==> config.mk <==
export PLATFORM = sky130hd
export DESIGN_NAME = klein_64
export DESIGN_NICKNAME = d
export VERILOG_FILES = /design/src/rtl/klein_pkg.sv /design/src/rtl/klein64_round.sv /design/src/rtl/klein_64.sv /design/src/rtl/klein64.sv
export SDC_FILE = /design/constraint.sdc
export NUM_CORES = 1
export LEC_CHECK = 0
export BUFFER_PORTS_ARGS = -buffer_cell sky130_fd_sc_hd__buf_2
export CAP_MARGIN = 5
export CORE_MARGIN = 2
export CORE_UTILIZATION = 38
export DETAILED_ROUTE_END_ITERATION = 7
export PLACE_DENSITY = 0.61
export SKIP_LAST_GASP = 1
export SLEW_MARGIN = 25
export SYNTH_ARGS = -nofsm -noshare
export SYNTH_HDL_FRONTEND = slang
export SYNTH_SLANG_ARGS = --single-unit
==> constraint.sdc <==
create_clock -name ck -period 4.1 [get_ports ck]
set_clock_uncertainty 0.15 [all_clocks]
set_input_delay 0.41 -clock ck [delete_from_list [all_inputs] [get_ports ck]]
set_output_delay 0.41 -clock ck [all_outputs]
set_load 0.01 [all_outputs]
==> src/rtl/klein_pkg.sv <==
// Shared KLEIN-64 definitions: S-box, GF(2^8) doubling, 32-bit MixColumn, sizes, FSM states.
// Latency: n/a (pure functions and constants).
// Backpressure: n/a.
package klein_pkg;

    localparam int NROUNDS = 12;
    localparam int NBYTES  = 8;

    typedef enum logic [1:0] {
        ST_IDLE  = 2'd0,
        ST_LOAD  = 2'd1,
        ST_ROUND = 2'd2,
        ST_OUT   = 2'd3
    } fsm_t;

    function automatic logic [3:0] sbox(input logic [3:0] x);
        logic [3:0] y;
        case (x)
            4'h0: y = 4'h7;
            4'h1: y = 4'h4;
            4'h2: y = 4'hA;
            4'h3: y = 4'h9;
            4'h4: y = 4'h1;
            4'h5: y = 4'hF;
            4'h6: y = 4'hB;
            4'h7: y = 4'h0;
            4'h8: y = 4'hC;
            4'h9: y = 4'h3;
            4'hA: y = 4'h2;
            4'hB: y = 4'h6;
            4'hC: y = 4'h8;
            4'hD: y = 4'hE;
            4'hE: y = 4'hD;
            default: y = 4'h5;
        endcase
        return y;
    endfunction

    // Multiply by 2 in GF(2^8) modulo x^8+x^4+x^3+x+1.
    function automatic logic [7:0] xtime(input logic [7:0] b);
        return {b[6:0], 1'b0} ^ (b[7] ? 8'h1B : 8'h00);
    endfunction

    // AES MixColumn; bits [31:24] are byte 0 of the column.
    function automatic logic [31:0] mix_column(input logic [31:0] c);
        logic [7:0] a0, a1, a2, a3;
        logic [7:0] r0, r1, r2, r3;
        a0 = c[31:24];
        a1 = c[23:16];
        a2 = c[15:8];
        a3 = c[7:0];
        r0 = xtime(a0) ^ xtime(a1) ^ a1 ^ a2 ^ a3;
        r1 = a0 ^ xtime(a1) ^ xtime(a2) ^ a2 ^ a3;
        r2 = a0 ^ a1 ^ xtime(a2) ^ xtime(a3) ^ a3;
        r3 = xtime(a0) ^ a0 ^ a1 ^ a2 ^ xtime(a3);
        return {r0, r1, r2, r3};
    endfunction

endpackage

==> src/rtl/klein64_round.sv <==
// One KLEIN-64 round plus the matching key-schedule step, purely combinational.
// Latency: 0 cycles. Backpressure: none.
// Ports: state/sk (in, 64b, byte 0 in [63:56]), rnd (in, round index i), state_next/sk_next (out).
module klein64_round
    import klein_pkg::*;
(
    input  logic [63:0] state,
    input  logic [63:0] sk,
    input  logic [4:0]  rnd,
    output logic [63:0] state_next,
    output logic [63:0] sk_next
);

    logic [63:0] t;
    logic [63:0] s;
    logic [63:0] r;
    logic [31:0] a;
    logic [31:0] b;
    logic [31:0] na;
    logic [31:0] nb;

    always_comb begin
        t = state ^ sk;
        s = '0;
        for (int n = 0; n < 16; n++) begin
            s[4*n +: 4] = sbox(t[4*n +: 4]);
        end
        // Rotate left by two bytes, then mix each 32-bit half.
        r = {s[47:0], s[63:48]};
        state_next = {mix_column(r[63:32]), mix_column(r[31:0])};

        // Key schedule: byte-rotate each half, Feistel swap, round constant, S-boxes.
        a  = {sk[55:32], sk[63:56]};
        b  = {sk[23:0],  sk[31:24]};
        na = b;
        nb = a ^ b;
        na[15:8]  = na[15:8] ^ {3'b000, rnd};
        nb[23:20] = sbox(nb[23:20]);
        nb[19:16] = sbox(nb[19:16]);
        nb[15:12] = sbox(nb[15:12]);
        nb[11:8]  = sbox(nb[11:8]);
        sk_next = {na, nb};
    end

endmodule

==> src/rtl/klein_64.sv <==
// Alias wrapper exposing klein64 under the klein_64 instance name.
// Latency: identical to klein64. Backpressure: identical to klein64.
// Ports: same as klein64.
module klein_64 (
    input  logic       ck,
    input  logic       rst_n,
    input  logic       start,
    input  logic [0:7] inp,
    input  logic [0:7] key,
    output logic       ready,
    output logic [0:7] out
);

    klein64 u_core (
        .ck    (ck),
        .rst_n (rst_n),
        .start (start),
        .inp   (inp),
        .key   (key),
        .ready (ready),
        .out   (out)
    );

endmodule

==> src/rtl/klein64.sv <==
// Byte-serial KLEIN-64 encryptor: loads 8 plaintext/key byte pairs, runs 12 rounds, streams 8 ciphertext bytes.
// Latency: first ciphertext byte 20 cycles after the start edge; one block per 29 cycles.
// Backpressure: none; start is ignored while a block is in flight, out is a fixed-rate stream qualified by ready.
// Ports: ck, rst_n (async active-low), start (pulse, byte 0), inp/key (byte in, bit 0 = MSB), ready, out (byte out).
module klein64
    import klein_pkg::*;
(
    input  logic       ck,
    input  logic       rst_n,
    input  logic       start,
    input  logic [0:7] inp,
    input  logic [0:7] key,
    output logic       ready,
    output logic [0:7] out
);

    fsm_t        fsm;
    fsm_t        fsm_nxt;
    logic [4:0]  cnt;
    logic [63:0] state_r;
    logic [63:0] sk_r;
    logic [63:0] out_sr;
    logic        ready_r;
    logic [63:0] state_nxt;
    logic [63:0] sk_nxt;

    // In ROUND, cnt holds the current round index 1..12.
    klein64_round u_round (
        .state      (state_r),
        .sk         (sk_r),
        .rnd        (cnt),
        .state_next (state_nxt),
        .sk_next    (sk_nxt)
    );

    always_ff @(posedge ck or negedge rst_n) begin
        if (!rst_n) begin
            fsm <= ST_IDLE;
        end else begin
            fsm <= fsm_nxt;
        end
    end

    always_comb begin
        fsm_nxt = fsm;
        case (fsm)
            ST_IDLE:  if (start)                    fsm_nxt = ST_LOAD;
            ST_LOAD:  if (cnt == 5'(NBYTES - 1))    fsm_nxt = ST_ROUND;
            ST_ROUND: if (cnt == 5'(NROUNDS))       fsm_nxt = ST_OUT;
            ST_OUT:   if (cnt == 5'(NBYTES))        fsm_nxt = ST_IDLE;
            default:                                fsm_nxt = ST_IDLE;
        endcase
    end

    // OUT spends cnt=0 loading the ciphertext, cnt=1..7 shifting, cnt=8 clearing.
    always_ff @(posedge ck or negedge rst_n) begin
        if (!rst_n) begin
            cnt     <= '0;
            state_r <= '0;
            sk_r    <= '0;
            out_sr  <= '0;
            ready_r <= 1'b0;
        end else begin
            case (fsm)
                ST_IDLE: begin
                    if (start) begin
                        state_r <= {state_r[55:0], inp};
                        sk_r    <= {sk_r[55:0], key};
                        cnt     <= 5'd1;
                    end
                end
                ST_LOAD: begin
                    state_r <= {state_r[55:0], inp};
                    sk_r    <= {sk_r[55:0], key};
                    cnt     <= (cnt == 5'(NBYTES - 1)) ? 5'd1 : cnt + 5'd1;
                end
                ST_ROUND: begin
                    state_r <= state_nxt;
                    sk_r    <= sk_nxt;
                    cnt     <= (cnt == 5'(NROUNDS)) ? 5'd0 : cnt + 5'd1;
                end
                ST_OUT: begin
                    if (cnt == 5'd0) begin
                        out_sr  <= state_r ^ sk_r;
                        ready_r <= 1'b1;
                        cnt     <= cnt + 5'd1;
                    end else if (cnt == 5'(NBYTES)) begin
                        out_sr  <= '0;
                        ready_r <= 1'b0;
                        cnt     <= 5'd0;
                    end else begin
                        out_sr  <= {out_sr[55:0], 8'h00};
                        cnt     <= cnt + 5'd1;
                    end
                end
                default: begin
                    cnt <= 5'd0;
                end
            endcase
        end
    end

    assign ready = ready_r;
    assign out   = ready_r ? out_sr[63:56] : 8'h00;

endmodule

==> results.md, run 1 <==
- Status: completed
- Post-synth net total: 1752
- TritonCTS clock tree: built
- Setup Fix Bufs, Post-CTS: 0
- Clock sink total: 200
- RSZ-0062 raised after global routing: no
- Setup TNS: 0 ns
- Synth Area in Adders: 7.23%
- Ratio of final minimum period to clock period: about 82%
- Seq/Total Area, Yosys: between 30% and 40%
- Pins Over Slew Limit: 0
- Largest net degree at the start of global routing: 100
- Vias per cell: 5.42
- Slew margin rel.: a little under 40%
- Num rows: 74
- Multi-input gate area: 10000 µm²
- Core area: 40800 µm²
- Die Y-Extent: between 200 and 250 µm
- Synth Area in XOR/XNOR: 20.5%
- Synth top area cells: dfrtp_1, xnor2_1, mux4_2
- Data required, critical path: between 4 and 5 ns
- Multiplexer area fraction after synthesis: 13.0%
- Share of cells above drive strength 1: 12.2%
- Area growth, synth to finish: 8.21%
- Total I/O pin count: 28
- Initial antenna violation count: 0
- Arrival @ worst endpoint: 3.59 ns
- Element type at the critical path end: flop
- Compound-Gate Fraction of Synth Area: a little under an eighth
- Mapped Area: 15800 µm²
- Yosys warnings: 0
- Fill count: 3983
- FMAX: 297 MHz
- WL final: between 40000 and 50000 µm
- Hold WS: 0.101 ns
- Drt initial violations: 973
- CP Max Fanout: 8
- Synth Register Bits: 200
- Fin. Hold Viols: 0
- Hold Path Class: in -> reg
- Vias: around 12k
- Startpoint Class: flop
- GRT Overall Usage: 20.0%
- Dpl hpwl: 31800 µm
- CTS clk-pin slew, worst paths: 0.08 ns
- Starting Density: roughly 39%
- Synth top area share: between 30% and 40%
- Diodes inserted: 0
- Max_cap viols: 0
- H-Tree Depth: 4
- Worst Tran Pin Value: slightly above 0.9 ns
- Yosys top cell by area: dfrtp_1
- Register area: ~5000 µm²
- Final setup fails: 0
- Final Net Count: 1727
- Hold_buf cts: 1
- Root Driver: clkbuf_16
- Ys async rst share: 100%
- Cell total after placement: 2129
- Die Wd: around 210 µm
- First-pass GRT wire length: 67400 µm
- Clock Latency Late Sink: 0.46 ns
- Fin cells: 2161
- DR DRC count: 0
- Die Area: ~43000 µm²
- Post-Syn Instances: between 1.5k and 2k
- TritonCTS Buffers: 17
- GRT overflow: 0
- Synth Area in Simple Gates: 11.1%
- Final GP Congestion: 0.894
- Post-synth EDFFs: 0
- Clock buffer depth: 2
- Resized Gates After CTS: 0
- First drt pass iteration count: 8
- Combinational family with the most area after synthesis: XOR/XNOR gates
- Detail Route Antenna Nets: 0
- Wire per inst: 19.7 µm
- Distinct cell type count after synthesis: 44
- IO Port Bufs: 27
- Synthesized area per cell: 9.59 µm²
- Ys flop type: dfrtp_1
- Vias in the first global route: between 10k and 15k
- Critical path class: reg -> reg
- Period minus WS final: 3.37 ns
==> final timing paths <==
| check | from | endpoint | slack, ns | cells after the start |
|---|---|---|---|---|
| max reg2reg | u_core.sk_r[4] | u_core.state_r[17] | 0.73 | 6 |
| max in group asynchronous | rst_n | u_core.sk_r[36] | 2.36 | 3 |
| min in group asynchronous | rst_n | u_core.cnt[0] | 0.36 | 2 |
| min reg2reg | u_core.out_sr[7] | u_core.out_sr[7] | 0.37 | 1 |
| min | key[0] | u_core.sk_r[7] | 0.10 | 3 |
| max | u_core.sk_r[4] | u_core.state_r[17] | 0.73 | 6 |
==> state kept, by name (all words and copies together) (netlist names) <==
signal	count
u_core.cnt	5
u_core.fsm	2
u_core.out_sr	64
u_core.ready	1
u_core.sk_r	64
u_core.state_r	64
==> critical path: stages, from the launching register on <==
cell and delay, ns:
dfrtp_1 0.52, xor2_1 0.61, ha_1 0.38, mux4_2 0.61, xor2_4 0.39, xnor3_1 0.48
o21ai_1 0.13
==> cells in the mapped netlist (all sizes together), types with 3 or more instances <==
master,n
a211o,3
a211oi,3
a21oi,186
a22o,5
a31oi,3
and2,8
buf,8
clkbuf,88
dfrtp,200
ha,91
inv,103
mux2i,52
mux4,66
nand2,118
nand3,9
nor2,77
nor2b,3
nor3,66
nor3b,67
o21ai,148
xnor2,210
xnor3,4
xor2,109
==> area by class of cell <==
type                       instances  area share, %
clock buffer                      18           2.58
multi-input combinational       1243           58.8
tap                              532           3.90
inverter                         103           2.27
sequential                       200           29.4
timing repair buffer              52           2.25
clock inverter                    13          0.815
==> stage by stage <==
| stage | util [%] | cell area [µm²] | setup WS, ns |
|---|---|---|---|
| after floorplan | - | 15800 | 1.27 |
| after global placement | 40.3 | 16500 | 0.717 |
| after detailed placement | 40.3 | 16500 | 0.750 |
| after CTS | 41.7 | 17000 | 0.705 |
| after global routing | 41.7 | 17000 | 0.555 |
| final | 41.7 | 17000 | 0.734 |
==> cell families after synthesis <==
kind of cell / after synthesis
flip-flops: 200
multiplexers: 120
AO/OA/AOI/OAI: 353
AND/OR/NAND/NOR: 356
adder cells (fa/ha/maj): 91
buffers and inverters: 199
XOR/XNOR: 323
==> layer usage <==
| layer | global-route usage (%) | part of all wire [%] | up-vias |
|---|---|---|---|
| li1 | - | - | 5558 |
| met1 | 27.0 | 44 | 5833 |
| met2 | 33.1 | 49 | 256 |
| met3 | 2.57 | 3.8 | 55 |
| met5 | 0 | 0 | - |
| met4 | 7.29 | 3.1 | 0 |
==> cells in the final DEF (no fill, tap or decap), types with 66 or more instances in the layout <==
| cell type | count |
|---|---|
| a21oi_1 | 186 |
| dfrtp_1 | 199 |
| ha_1 | 89 |
| inv_1 | 102 |
| nand2_1 | 117 |
| nor2_1 | 77 |
| nor3_1 | 66 |
| nor3b_1 | 67 |
| o21ai_0 | 136 |
| xnor2_1 | 182 |
| xor2_1 | 98 |
Power of run 1 is not shown: default switching activity piles up to over one toggle a cycle in this logic, so the estimate is an artifact.
==> inputs of run 2 (changes only) <==
--- a/config.mk
+++ b/config.mk
@@ -10,7 +10,7 @@
 export CORE_MARGIN = 2
 export CORE_UTILIZATION = 38
 export DETAILED_ROUTE_END_ITERATION = 7
-export PLACE_DENSITY = 0.61
+export PLACE_DENSITY = 0.63
 export SKIP_LAST_GASP = 1
 export SLEW_MARGIN = 25
 export SYNTH_ARGS = -nofsm -noshare
==> constraint.sdc (replaced) <==
create_clock -name ck -period 3 [get_ports ck]
set_clock_uncertainty 0.15 [all_clocks]
set_input_delay 0.3 -clock ck [delete_from_list [all_inputs] [get_ports ck]]
set_output_delay 0.3 -clock ck [all_outputs]
set_load 0.01 [all_outputs]
==> results.md, run 2 (synthesized netlist as in run 1, its figures left out) <==
- Status: completed (unchanged)
- Detail Route Antenna Nets: 0 (unchanged)
- IO Port Bufs: 27 (unchanged)
- Pins Over Slew Limit: 0 (unchanged)
- Starting Density: 38.6% (unchanged)
- Slowest Stage Delay on Critical Path: 0.61 ns (about the same)
- TritonCTS clock tree: built (unchanged)
- Critical path class: reg -> reg (unchanged)
- Fin. Hold Viols: 0 (unchanged)
- Diodes inserted: 0 (unchanged)
- WL final: 43800 µm (was 42500 µm)
- Hold path cells: 3 (unchanged)
- Crit. path cell count: 8 (was 6)
- Period minus WS final: 2.97 ns (was 3.37 ns)
- Vias: 12.0k (was 11.7k)
- Vias in the first global route: 11.8k (was 11.4k)
- R2R depth: 8 (was 6)
- Regs by FF count: u_core.out_sr (64), u_core.sk_r (64), u_core.state_r (64) (unchanged)
- Fill count: 3907 (was 3983)
- Placed inst area: 17200 µm² (was 16500 µm²)
- Fin cells: 2260 (was 2161)
- Worst Tran Pin Value: 0.722 ns (was 0.920 ns)
- Drt initial violations: 919 (was 973)
- Data required, critical path: 3.22 ns (was 4.33 ns)
- Critical-path top delay cell: mux4_2 (was xor2_1)
- Final GP Congestion: 0.914 (was 0.894)
- Arrival @ worst endpoint: 3.20 ns (was 3.59 ns)
- Startpoint Class: flop (unchanged)
- WP buf/inv: 1 (was 0)
- Slew margin rel.: 51.3% (was 38.5%)
- Root Driver: clkbuf_16 (unchanged)
- CP Max Fanout: 5 (was 8)
- RSZ-0062 raised after global routing: yes (was no)
- Final setup fails: 0 (unchanged)
- Clock Latency Late Sink: 0.46 ns (about the same)
- DR DRC count: 0 (unchanged)
- Worst path cell trace: xnor2_2 > inv_1 > ha_1 > mux4_2 > xnor2_4 > xor2_1 > xnor3_1 > o21ai_1 (was xor2_1 > ha_1 > mux4_2 > xor2_4 > xnor3_1 > o21ai_1)
- Num rows: 74 (unchanged)
- Post-route cell area: 18000 µm² (was 17000 µm²)
- TritonCTS Buffers: 17 (unchanged)
- FMAX: 337 MHz (was 297 MHz)
- Clock buffer depth: 2 (unchanged)
- Area growth, synth to finish: 14.2% (was 8.21%)
- Wire per inst: 19.4 µm (was 19.7 µm)
- Die Wd: 208 µm (unchanged)
- Ratio of final minimum period to clock period: 99.0% (was 82.1%)
- Vias per cell: 5.31 (was 5.42)
- Total I/O pin count: 28 (unchanged)
- Largest net degree at the start of global routing: 79 (was 100)
- Max_cap viols: 0 (unchanged)
- Largest delay contributor family on the critical path: XOR/XNOR gates (unchanged)
- Element type at the critical path end: flop (unchanged)
- GRT Overall Usage: 20.6% (was 20.0%)
- First-pass GRT wire length: 69100 µm (was 67400 µm)
- Core area: 40800 µm² (unchanged)
- Cell total after placement: 2223 (was 2129)
- Die Y-Extent: 208 µm (unchanged)
- Dpl hpwl: 33500 µm (was 31800 µm)
- Hold Path Class: in -> reg (unchanged)
- Initial antenna violation count: 0 (unchanged)
- First drt pass iteration count: 5 (was 8)
- Commonest non-fill, non-tap cell in the layout: dfrtp_1 (unchanged)
- Most frequent cells in the layout: dfrtp_1, a21oi_1, xnor2_1, o21ai_0, nand2_1 (unchanged)
- Final Net Count: 1825 (was 1727)
- H-Tree Depth: 4 (unchanged)
- GRT overflow: 0 (unchanged)
- Die Area: 43100 µm² (unchanged)
- Clock sink total: 200 (unchanged)
- CTS clk-pin slew, worst paths: 0.08 ns (about the same)
- Share of cells above drive strength 1: 17.8% (was 12.2%)
run 2: repair_timing:
item | CTS | global route
endpoints found under the hold margin | 42 | 0
gates resized for setup | 2 | 15
endpoints found under the setup margin | 5 | 26
setup buffers | 0 | 4
pin swaps | 0 | 1
hold buffers | 1 | 0
run 2: area by class of cell:
type                       count  area, µm²  share of cell area, %
clock buffer                  19        443                   2.46
clock inverter                13        165                  0.918
inverter                     103        387                   2.15
multi-input combinational   1243      10200                   56.6
sequential                   200       5010                   27.8
tap                          532        666                   3.70
timing repair buffer         150       1140                   6.37
run 2: worst paths after layout:
check / from / end / slack [ns]
max: u_core.sk_r[13] / u_core.state_r[25] / 0.03
min: key[5] / u_core.sk_r[2] / 0.01
max reg2reg: u_core.sk_r[13] / u_core.state_r[25] / 0.03
min reg2reg: u_core.out_sr[57] / u_core.out_sr[57] / 0.38
max in group asynchronous: rst_n / u_core.state_r[6] / 1.67
min in group asynchronous: rst_n / u_core.cnt[3] / 0.18
run 2: per-stage QoR:
stage | util, % | TNS, ns | hold slack (ns) | setup slack (ns)
after floorplan | - | 0 | -0.146 | 0.165
after global placement | 42.1 | 0 | 0.105 | 0.0109
after detailed placement | 42.1 | -0.00622 | 0.105 | -0.00345
after CTS | 43.6 | 0 | 0.0114 | 0.0240
after global routing | 44.0 | -0.0800 | 0.0382 | -0.0324
final | 44.0 | 0 | 0.0112 | 0.0287
run 2: worst reg2reg max path, stage by stage (launching register included):
cell and delay [ns]:
dfrtp_1 0.44, xnor2_2 0.33, inv_1 0.14, ha_1 0.23
mux4_2 0.61, xnor2_4 0.37, xor2_1 0.23, xnor3_1 0.25
o21ai_1 0.12
run 2: per-layer routing:
layer | wire length, µm | global-route usage (%) | vias up
met3 | 1840 | 2.62 | 47
li1 | - | - | 5737
met2 | 21400 | 34.1 | 255
met4 | 1170 | 7.02 | 0
met5 | 0 | 0 | -
met1 | 19400 | 27.8 | 5962
Power of run 2 is left out for the same reason.
==> inputs of run 3 (changes only) <==
--- a/config.mk
+++ b/config.mk
@@ -9,6 +9,7 @@
 export CAP_MARGIN = 5
 export CORE_MARGIN = 2
 export CORE_UTILIZATION = 38
+export CTS_BUF_LIST = sky130_fd_sc_hd__clkbuf_4 sky130_fd_sc_hd__clkbuf_8
 export DETAILED_ROUTE_END_ITERATION = 7
 export PLACE_DENSITY = 0.63
 export SKIP_LAST_GASP = 1
==> results.md, run 3 (synthesized netlist as in run 1, its figures left out) <==
- GRT Overall Usage: 20.4% (was 20.6%)
- Commonest non-fill, non-tap cell in the layout: dfrtp_1 (unchanged)
- TritonCTS clock tree: built (unchanged)
- Area growth, synth to finish: 13.3% (was 14.2%)
- Fin. Hold Viols: 0 (unchanged)
- Root Driver: clkbuf_8 (was clkbuf_16)
- Hold Crit Endpoint: u_core.sk_r[1] (was u_core.sk_r[2])
- Hold WS: 0.0164 ns (was 0.0112 ns)
- Initial antenna violation count: 0 (unchanged)
- Startpoint Class: flop (unchanged)
- WP buf/inv: 1 (unchanged)
- Max_cap viols: 0 (unchanged)
- First drt pass iteration count: 5 (unchanged)
- Clock sink total: 200 (unchanged)
- Worst path cell trace: xnor2_2 > inv_1 > ha_1 > mux4_2 > xnor2_4 > xor2_1 > xnor3_1 > o21ai_1 (unchanged)
- Element type at the critical path end: flop (unchanged)
- WL final: 43800 µm (about the same)
- Hold Path Class: in -> reg (unchanged)
- Dpl hpwl: 33500 µm (unchanged)
- Clock Latency Late Sink: 0.51 ns (was 0.46 ns)
- DR DRC count: 0 (unchanged)
- Detail Route Antenna Nets: 0 (unchanged)
- Starting Density: 38.6% (unchanged)
- Critical-path top delay cell: mux4_2 (unchanged)
- Worst Tran Pin Value: 0.703 ns (was 0.722 ns)
- Die Y-Extent: 208 µm (unchanged)
- Die Area: 43100 µm² (unchanged)
- Pre-CTS setup slack: -0.00345 ns (unchanged)
- Final GP Congestion: 0.914 (unchanged)
- Vias per cell: 5.32 (was 5.31)
- Final Core Density: 43.7% (was 44.0%)
- GRT overflow: 0 (unchanged)
- CP Max Fanout: 5 (unchanged)
- Final Net Count: 1830 (was 1825)
- Clock buffer depth: 2 (unchanged)
- Setup WS post-layout: 0.0531 ns (was 0.0287 ns)
- Regs by FF count: u_core.out_sr (64), u_core.sk_r (64), u_core.state_r (64) (unchanged)
- First-pass GRT wire length: 68800 µm (was 69100 µm)
- RSZ-0062 raised after global routing: yes (unchanged)
- H-Tree Depth: 4 (unchanged)
- RR Startpoint: u_core.sk_r[13] (unchanged)
- Diodes inserted: 0 (unchanged)
- Arrival @ worst endpoint: 3.22 ns (was 3.20 ns)
- Period minus WS final: 2.95 ns (was 2.97 ns)
- Hold path cells: 3 (unchanged)
- Share of cells above drive strength 1: 17.9% (was 17.8%)
- Critical path class: reg -> reg (unchanged)
- Most frequent cells in the layout: dfrtp_1, a21oi_1, xnor2_1, o21ai_0, nand2_1 (unchanged)
- Slew margin rel.: 52.7% (was 51.3%)
- Total I/O pin count: 28 (unchanged)
- Final setup fails: 0 (unchanged)
- Vias: 12.1k (was 12.0k)
- Die Wd: 208 µm (unchanged)
- Core area: 40800 µm² (unchanged)
- Setup TNS: 0 ns (unchanged)
- Status: completed (unchanged)
- R2R depth: 8 (unchanged)
- Drt initial violations: 994 (was 919)
- Pins Over Slew Limit: 0 (unchanged)
- Wire per inst: 19.3 µm (was 19.4 µm)
- Vias in the first global route: 11.8k (about the same)
- IO Port Bufs: 27 (unchanged)
- TritonCTS Buffers: 17 (unchanged)
- FMAX: 339 MHz (was 337 MHz)
- CTS clk-pin slew, worst paths: 0.11 ns (was 0.08 ns)
- Data required, critical path: 3.28 ns (was 3.22 ns)
- Largest net degree at the start of global routing: 79 (unchanged)
- Largest delay contributor family on the critical path: XOR/XNOR gates (unchanged)
- Ratio of final minimum period to clock period: 98.2% (was 99.0%)
- Slowest Stage Delay on Critical Path: 0.61 ns (about the same)
- Num rows: 74 (unchanged)
- Flop2flop setup slack: 0.05 ns (was 0.03 ns)
- Reg-to-Reg End: u_core.state_r[25] (unchanged)
- Fill count: 3935 (was 3907)
- Hold Path Origin: key[6] (was key[5])
run 3: worst min-delay path, delay by kind of cell:
family | cells | cell delay, ns
AO/OA/AOI/OAI | 2 | 0.21
buffers and inverters | 1 | 0.12
run 3: worst max-delay path by stage:
stage / from / end / cells past startpoint
after floorplan: u_core.sk_r[4] / u_core.state_r[17] / 7
after global placement: u_core.sk_r[13] / u_core.state_r[27] / 8
after detailed placement: u_core.sk_r[13] / u_core.state_r[25] / 8
after CTS: u_core.sk_r[40] / u_core.state_r[33] / 8
after global routing: u_core.sk_r[13] / u_core.state_r[25] / 8
final: u_core.sk_r[13] / u_core.state_r[25] / 8
run 3: layout make-up:
class	count	area, µm²	share of cell area (%)
clock buffers	19	255	1.43
clock inverters	13	165	0.926
inverters	103	387	2.17
multi-input cells	1243	10200	57.0
flip-flops and latches	200	5010	28.1
well taps	532	666	3.73
repair buffers	155	1190	6.70
run 3: timing repair:
action | CTS | global route
setup buffers | 0 | 4
endpoints found under the setup margin | 5 | 30
resized for setup | 2 | 16
pin swaps | 0 | 1
hold buffers | 6 | 0
endpoints found under the hold margin | 90 | 0
run 3: metal layers:
metal / routed length, µm / global-route usage (%) / vias to the layer above
met3: 2010 / 2.69 / 56
met2: 21200 / 33.8 / 267
met4: 1290 / 6.82 / 0
met1: 19300 / 27.7 / 5994
met5: 0 / 0 / -
li1: - / - / 5737
run 3: through the flow:
stage | instance area [µm²] | instances
after floorplan | 15800 | 1642
after global placement | 17200 | 2223
after detailed placement | 17200 | 2223
after CTS | 17700 | 2261
after global routing | 17800 | 2265
final | 17800 | 2265
Power of run 3 is left out for the same reason.
